## src/rtl/sram_arbiter_if.sv

```systemverilog
// Bundle between the arbiter, its two requesters and the shared SRAM macro.
// The master side is the environment, i.e. the requesters plus the SRAM read port.
interface sram_arbiter_if #(
  parameter int ADDR_W = 32,
  parameter int DATA_W = 32
);
  logic              if_req;
  logic [ADDR_W-1:0] if_addr;
  logic              if_flush;
  logic              if_gnt;
  logic [DATA_W-1:0] if_rdata;
  logic              if_valid;

  logic              d_req;
  logic              d_we;
  logic [3:0]        d_wen;
  logic [ADDR_W-1:0] d_addr;
  logic [DATA_W-1:0] d_wdata;
  logic              d_gnt;
  logic [DATA_W-1:0] d_rdata;
  logic              d_valid;

  logic              sram_en;
  logic [3:0]        sram_wen;
  logic [ADDR_W-1:0] sram_addr;
  logic [DATA_W-1:0] sram_wdata;
  logic [DATA_W-1:0] sram_rdata;

  modport master (
    output if_req, if_addr, if_flush,
    output d_req, d_we, d_wen, d_addr, d_wdata,
    output sram_rdata,
    input  if_gnt, if_rdata, if_valid,
    input  d_gnt, d_rdata, d_valid,
    input  sram_en, sram_wen, sram_addr, sram_wdata
  );

  modport slave (
    input  if_req, if_addr, if_flush,
    input  d_req, d_we, d_wen, d_addr, d_wdata,
    input  sram_rdata,
    output if_gnt, if_rdata, if_valid,
    output d_gnt, d_rdata, d_valid,
    output sram_en, sram_wen, sram_addr, sram_wdata
  );
endinterface

```

## src/rtl/sram_arbiter.sv

```systemverilog
// Shares one single-port synchronous SRAM between instruction fetch and the data port.
// Data wins contention unless IF has been starved for STARVE_MAX consecutive cycles.
module sram_arbiter #(
  parameter int ADDR_W     = 32,
  parameter int DATA_W     = 32,
  parameter int STARVE_MAX = 4
) (
  input logic          soc_clk,
  input logic          resetn,
  sram_arbiter_if.slave bus
);

  localparam int CNT_W = (STARVE_MAX > 0) ? $clog2(STARVE_MAX + 1) : 1;
  localparam logic [CNT_W-1:0] STARVE_LIM = CNT_W'(STARVE_MAX);

  typedef enum logic [1:0] {
    OWN_NONE = 2'd0,
    OWN_IF   = 2'd1,
    OWN_D    = 2'd2
  } owner_t;

  owner_t            owner, owner_nxt;
  logic              we_q, we_nxt;
  logic [CNT_W-1:0]  starve_cnt, starve_cnt_nxt;
  logic [DATA_W-1:0] if_hold, if_hold_nxt;
  logic [DATA_W-1:0] d_hold, d_hold_nxt;

  logic starve_hit;
  logic if_gnt, d_gnt;
  logic if_valid, d_valid, d_rd_valid;

  // Grants are gated by resetn so nothing reaches the SRAM while reset is held.
  always_comb begin
    starve_hit = (STARVE_MAX != 0) && (starve_cnt == STARVE_LIM);
    d_gnt      = resetn && bus.d_req && !(bus.if_req && starve_hit);
    if_gnt     = resetn && bus.if_req && !d_gnt;
  end

  always_comb begin
    owner_nxt      = OWN_NONE;
    we_nxt         = 1'b0;
    starve_cnt_nxt = starve_cnt;
    if (d_gnt) begin
      owner_nxt = OWN_D;
      we_nxt    = bus.d_we;
    end else if (if_gnt) begin
      owner_nxt = OWN_IF;
    end

    if (!bus.if_req || if_gnt)
      starve_cnt_nxt = '0;
    else if (starve_cnt != STARVE_LIM)
      starve_cnt_nxt = starve_cnt + 1'b1;

    // Flush only masks the IF response; a data response is never affected.
    if_valid    = (owner == OWN_IF) && !bus.if_flush;
    d_valid     = (owner == OWN_D);
    d_rd_valid  = d_valid && !we_q;
    if_hold_nxt = if_valid   ? bus.sram_rdata : if_hold;
    d_hold_nxt  = d_rd_valid ? bus.sram_rdata : d_hold;
  end

  always_ff @(posedge soc_clk or negedge resetn) begin
    if (!resetn) begin
      owner      <= OWN_NONE;
      we_q       <= 1'b0;
      starve_cnt <= '0;
      if_hold    <= '0;
      d_hold     <= '0;
    end else begin
      owner      <= owner_nxt;
      we_q       <= we_nxt;
      starve_cnt <= starve_cnt_nxt;
      if_hold    <= if_hold_nxt;
      d_hold     <= d_hold_nxt;
    end
  end

  assign bus.if_gnt     = if_gnt;
  assign bus.d_gnt      = d_gnt;
  assign bus.if_valid   = if_valid;
  assign bus.d_valid    = d_valid;
  assign bus.if_rdata   = if_valid   ? bus.sram_rdata : if_hold;
  assign bus.d_rdata    = d_rd_valid ? bus.sram_rdata : d_hold;
  assign bus.sram_en    = if_gnt | d_gnt;
  assign bus.sram_addr  = d_gnt ? bus.d_addr : bus.if_addr;
  assign bus.sram_wen   = (d_gnt && bus.d_we) ? bus.d_wen : 4'b0000;
  assign bus.sram_wdata = bus.d_wdata;

endmodule

```

## src/flat_wrapper.sv

```systemverilog
// flat-port wrapper written by rule: the top's interface ports become plain ports
module sram_arbiter_flat 
#(
  parameter int ADDR_W     = 32,
  parameter int DATA_W     = 32,
  parameter int STARVE_MAX = 4
)
  (soc_clk, resetn, bus_if_req, bus_if_addr, bus_if_flush, bus_d_req, bus_d_we, bus_d_wen, bus_d_addr, bus_d_wdata, bus_sram_rdata, bus_if_gnt, bus_if_rdata, bus_if_valid, bus_d_gnt, bus_d_rdata, bus_d_valid, bus_sram_en, bus_sram_wen, bus_sram_addr, bus_sram_wdata);
  sram_arbiter_if #(.ADDR_W(ADDR_W), .DATA_W(DATA_W)) bus_i ();
  input logic soc_clk;
  input logic resetn;
  input wire logic [$bits(bus_i.if_req)-1:0] bus_if_req;
  input wire logic [$bits(bus_i.if_addr)-1:0] bus_if_addr;
  input wire logic [$bits(bus_i.if_flush)-1:0] bus_if_flush;
  input wire logic [$bits(bus_i.d_req)-1:0] bus_d_req;
  input wire logic [$bits(bus_i.d_we)-1:0] bus_d_we;
  input wire logic [$bits(bus_i.d_wen)-1:0] bus_d_wen;
  input wire logic [$bits(bus_i.d_addr)-1:0] bus_d_addr;
  input wire logic [$bits(bus_i.d_wdata)-1:0] bus_d_wdata;
  input wire logic [$bits(bus_i.sram_rdata)-1:0] bus_sram_rdata;
  output wire logic [$bits(bus_i.if_gnt)-1:0] bus_if_gnt;
  output wire logic [$bits(bus_i.if_rdata)-1:0] bus_if_rdata;
  output wire logic [$bits(bus_i.if_valid)-1:0] bus_if_valid;
  output wire logic [$bits(bus_i.d_gnt)-1:0] bus_d_gnt;
  output wire logic [$bits(bus_i.d_rdata)-1:0] bus_d_rdata;
  output wire logic [$bits(bus_i.d_valid)-1:0] bus_d_valid;
  output wire logic [$bits(bus_i.sram_en)-1:0] bus_sram_en;
  output wire logic [$bits(bus_i.sram_wen)-1:0] bus_sram_wen;
  output wire logic [$bits(bus_i.sram_addr)-1:0] bus_sram_addr;
  output wire logic [$bits(bus_i.sram_wdata)-1:0] bus_sram_wdata;
  assign bus_i.if_req = bus_if_req;
  assign bus_i.if_addr = bus_if_addr;
  assign bus_i.if_flush = bus_if_flush;
  assign bus_i.d_req = bus_d_req;
  assign bus_i.d_we = bus_d_we;
  assign bus_i.d_wen = bus_d_wen;
  assign bus_i.d_addr = bus_d_addr;
  assign bus_i.d_wdata = bus_d_wdata;
  assign bus_i.sram_rdata = bus_sram_rdata;
  assign bus_if_gnt = bus_i.if_gnt;
  assign bus_if_rdata = bus_i.if_rdata;
  assign bus_if_valid = bus_i.if_valid;
  assign bus_d_gnt = bus_i.d_gnt;
  assign bus_d_rdata = bus_i.d_rdata;
  assign bus_d_valid = bus_i.d_valid;
  assign bus_sram_en = bus_i.sram_en;
  assign bus_sram_wen = bus_i.sram_wen;
  assign bus_sram_addr = bus_i.sram_addr;
  assign bus_sram_wdata = bus_i.sram_wdata;
  sram_arbiter #(.ADDR_W(ADDR_W), .DATA_W(DATA_W), .STARVE_MAX(STARVE_MAX)) u_core (.soc_clk(soc_clk), .resetn(resetn), .bus(bus_i));
endmodule
```

## config.mk

```make
export PLATFORM = sky130hd
export DESIGN_NAME = sram_arbiter_flat
export DESIGN_NICKNAME = d
export VERILOG_FILES = /design/src/rtl/sram_arbiter_if.sv /design/src/rtl/sram_arbiter.sv /design/src/flat_wrapper.sv
export SDC_FILE = /design/constraint.sdc
export NUM_CORES = 1
export LEC_CHECK = 0
export CORE_MARGIN = 2
export CORE_UTILIZATION = 34
export CTS_BUF_LIST = sky130_fd_sc_hd__clkbuf_8 sky130_fd_sc_hd__clkbuf_16
export DETAILED_ROUTE_END_ITERATION = 8
export PLACE_DENSITY = 0.85
export SLEW_MARGIN = 5
export SYNTH_ARGS = -nofsm -noshare
export SYNTH_HDL_FRONTEND = slang
export SYNTH_SLANG_ARGS = --single-unit
```

## constraint.sdc

```tcl
create_clock -name soc_clk -period 2 [get_ports soc_clk]
set_clock_uncertainty 0.05 [all_clocks]
set_input_delay 0.3 -clock soc_clk [delete_from_list [all_inputs] [get_ports soc_clk]]
set_output_delay 0.3 -clock soc_clk [all_outputs]
set_load 0.02 [all_outputs]
```

==> run_results.csv <==
group,metric,value,unit
floorplanning,io_pins,275,
power,p_clk_share,19.0,%
setup_path,crit_fanout,10,
power,switching_power,0.00181,W
synth,ys.warnings.count,0,
synth,synth-seq-cells,70,
setup_path,cp-start-kind,"flip-flop",
clock_network,clock-sinks,70,
cells_and_area,nets,650,
grt,grt_usage,24.3,%
power,p_seq_share,32.5,%
min_path,hold_class,"input port to flip-flop",
grt,grt_pass1_vias,3233,
grt,grt.overflow.total,0,
setup_path,arrival,2.02,ns
floorplanning,core.rowCount,37,
cells_and_area,fillers,688,
outcome,failed_checks,"setup timing",
clock_network,htreeDepth,3,
cells_and_area,final_cell_mix,"buf_6, clkdlybuf4s50_1, mux2_4",
sta,hold_ws,0.360,ns
place,gp_congestion,0.799,
power,leakagePower,3.33,nW
power,irDropWorstVdd,0.000473,V
detailed_routing,drtIter0Drc,138,
sta,grt_setup_unrepaired,"yes",
synth,synth.distinct_cells,24,
outcome,status,"finished, violations left",
sta,relSlewSlack,60.0,%
detailed_routing,routed_wl,15200,um
sta,post-route-min-period,2.37,ns
synth,synthCells,241,
setup_path,crit_family,"buffers and inverters",
setup_path,r2r_cells,7,
synth,avgSynthCellArea,14.7,um^2
detailed_routing,vias_per_cell,4.67,
min_path,holdPathStages,3,
clock_network,clockRootBuffer,"clkbuf_8",
sta,setup_viol,102,
setup_path,cp.depth,8,
cells_and_area,drive_above_1_share,62.1,%
synth,synth_nets,381,
detailed_routing,via_count,3042,
power,finalPower,0.00559,W
place,io_buffer_count,210,
clock_network,cts_tree,"done",
clock_network,clockBufferDepth,2,
setup_path,cp_slowest_stage_delay,0.39,ns
setup_path,worst_path_max_delay_cell,"dfrtp_1",
power,intPower,0.00378,W
power,powerDensity,791,nW/um^2
sta,post-route-period-util,119,%
cells_and_area,layout_commonest_cell,"buf_6",
clock_network,clock_latency,0.34,ns
grt,grt_max_degree,49,
floorplanning,die-area,11300,um^2
sta,worst_slack,-0.374,ns
power,combinationalPowerShare,48.5,%
setup_path,cp.required,1.65,ns
floorplanning,start_util,34.6,%
sta,final_max_slew_viol_count,0,
synth,yosysSeqAreaShare,49.4,%
job,maxCapViolCount,0,
grt,grt_first_pass_wirelength,19900,um
floorplanning,core-area,10200,um^2
setup_path,path_class,"flip-flop to primary output",
grt,antenna_found_initial,0,
setup_path,worstPathCellList,"inv_2 > ha_4 > nand2_4 > o211a_4 > buf_12 > buf_16 > mux2_4 > buf_6",
detailed_routing,ant_nets,0,
detailed_routing,drtPass1Iterations,4,
power,netSwitchingFraction,32.3,%
detailed_routing,wl_per_cell,23.4,um
detailed_routing,remaining_drc_errors,0,
cells_and_area,areaGrowthSynthToFinish,99.3,%
floorplanning,die_x,106,um
sta,hold_violations,0,
cells_and_area,antenna_cells,0,
sta,max_freq,0.421,GHz
clock_network,numCtsBuffers,9,
place,place_hpwl,10100,um
clock_network,cts.clk_slew.worst_paths,0.07,ns
setup_path,crit_path_end_kind,"primary output",
setup_path,cp_num_buf_inv,4,
synth,syn_area,3540,um^2
floorplanning,die_h,106,um
sta,worstMarginPinSlew,0.601,ns
==> layout make-up <==
cell class                 count  area [um^2]  area share [%]
clock inverter                 5         33.8           0.478
multi-input combinational    124         1700            24.1
timing repair buffer         301         3240            45.9
sequential                    70         1750            24.8
inverter                       4         15.0           0.213
tap                          136          170            2.41
clock buffer                  11          151            2.14
==> cells in the mapped netlist (all sizes together) <==
cell | n | area (um^2)
o22ai | 1 | 6.26
and2 | 1 | 6.26
nor2 | 2 | 7.51
nand3 | 2 | 10.0
nor3 | 4 | 20.0
ha | 2 | 25.0
o21ai | 1 | 5.00
nand3b | 1 | 7.51
inv | 4 | 15.0
nand2 | 1 | 6.26
or3 | 1 | 6.26
dfrtp | 70 | 1750
a31oi | 1 | 6.26
mux2 | 96 | 1200
nor3b | 1 | 18.8
and3 | 6 | 37.5
o211a | 1 | 17.5
buf | 43 | 360
o31a | 1 | 8.76
nor2b | 2 | 27.5
==> worst paths after layout <==
kind	endpoint	slack [ns]	from
worst max register to register	u_core.if_hold[9]	0.22	u_core.owner[0]
max in group asynchronous	u_core.d_hold[19]	0.52	resetn
worst max-delay path	bus_sram_addr[30]	-0.37	u_core.starve_cnt[0]
min in group asynchronous	u_core.d_hold[9]	0.48	resetn
worst min-delay path	u_core.owner[0]	0.36	resetn
worst min register to register	u_core.d_hold[27]	0.46	u_core.d_hold[27]
==> worst reg2reg max path: cells and delay by family, from the launching register on <==
family | cells | cell delay [ns]
and+or+nand+nor | 1 | 0.26
muxes | 1 | 0.32
DFF | 1 | 0.39
buffers and inverters | 5 | 0.65
==> through the flow <==
step | TNS, ns | cell area, um^2 | worst slack (ns) | util [%] | instances
after floorplan | 0 | 3540 | 0.0711 | - | 241
after detailed placement | -42.28 | 5650 | -0.551 | 55.2 | 563
after global placement | -40.73 | 5650 | -0.537 | 55.2 | 563
after CTS | -24.92 | 6460 | -0.410 | 63.1 | 617
final | -23.43 | 7060 | -0.374 | 69.0 | 651
after global routing | -28.58 | 7060 | -0.432 | 69.0 | 651
==> timing repair <==
action,4_1_cts,5_1_grt
hold endpoints to repair,22,0
hold buffers,1,0
endpoints found under the setup margin,105,103
resized for setup,619,102
pin swaps,5,3
setup buffers,32,33
gates cloned,5,3
==> registers in the layout (all words and copies together) (netlist names) <==
register           cells
u_core.we_q            1
u_core.starve_cnt      3
u_core.if_hold        32
u_core.d_hold         32
u_core.owner           2
==> routing by layer <==
| layer | part of all wire, % | vias up | track usage, % |
|---|---|---|---|
| met5 | 0 | - | 0 |
| met3 | 7.0 | 28 | 6.68 |
| met2 | 55 | 173 | 47.1 |
| li1 | - | 1351 | - |
| met1 | 36 | 1490 | 25.2 |
| met4 | 2.0 | 0 | 7.24 |
==> kinds of logic (layout without fill, tap and decap cells) <==
logic type	after synthesis	count (layout)	share of synthesized area, %
and+or+nand+nor	21	21	4.17
muxes	96	96	33.9
AOI/OAI and AO/OA	5	5	1.24
DFF	70	70	49.4
adders and majority gates	2	2	0.706
buffers and inverters	47	321	10.6
==> power groups by stage <==
stage          clock [W]  sequential [W]  combinational, W
2_1_floorplan          0         0.00178           0.00108
3_3_place_gp           0         0.00179           0.00200
3_5_place_dp           0         0.00181           0.00204
4_1_cts          0.00107         0.00179           0.00232
5_1_grt          0.00115         0.00184           0.00282
6_report         0.00106         0.00182           0.00271
(Power assumes the default switching activity.)
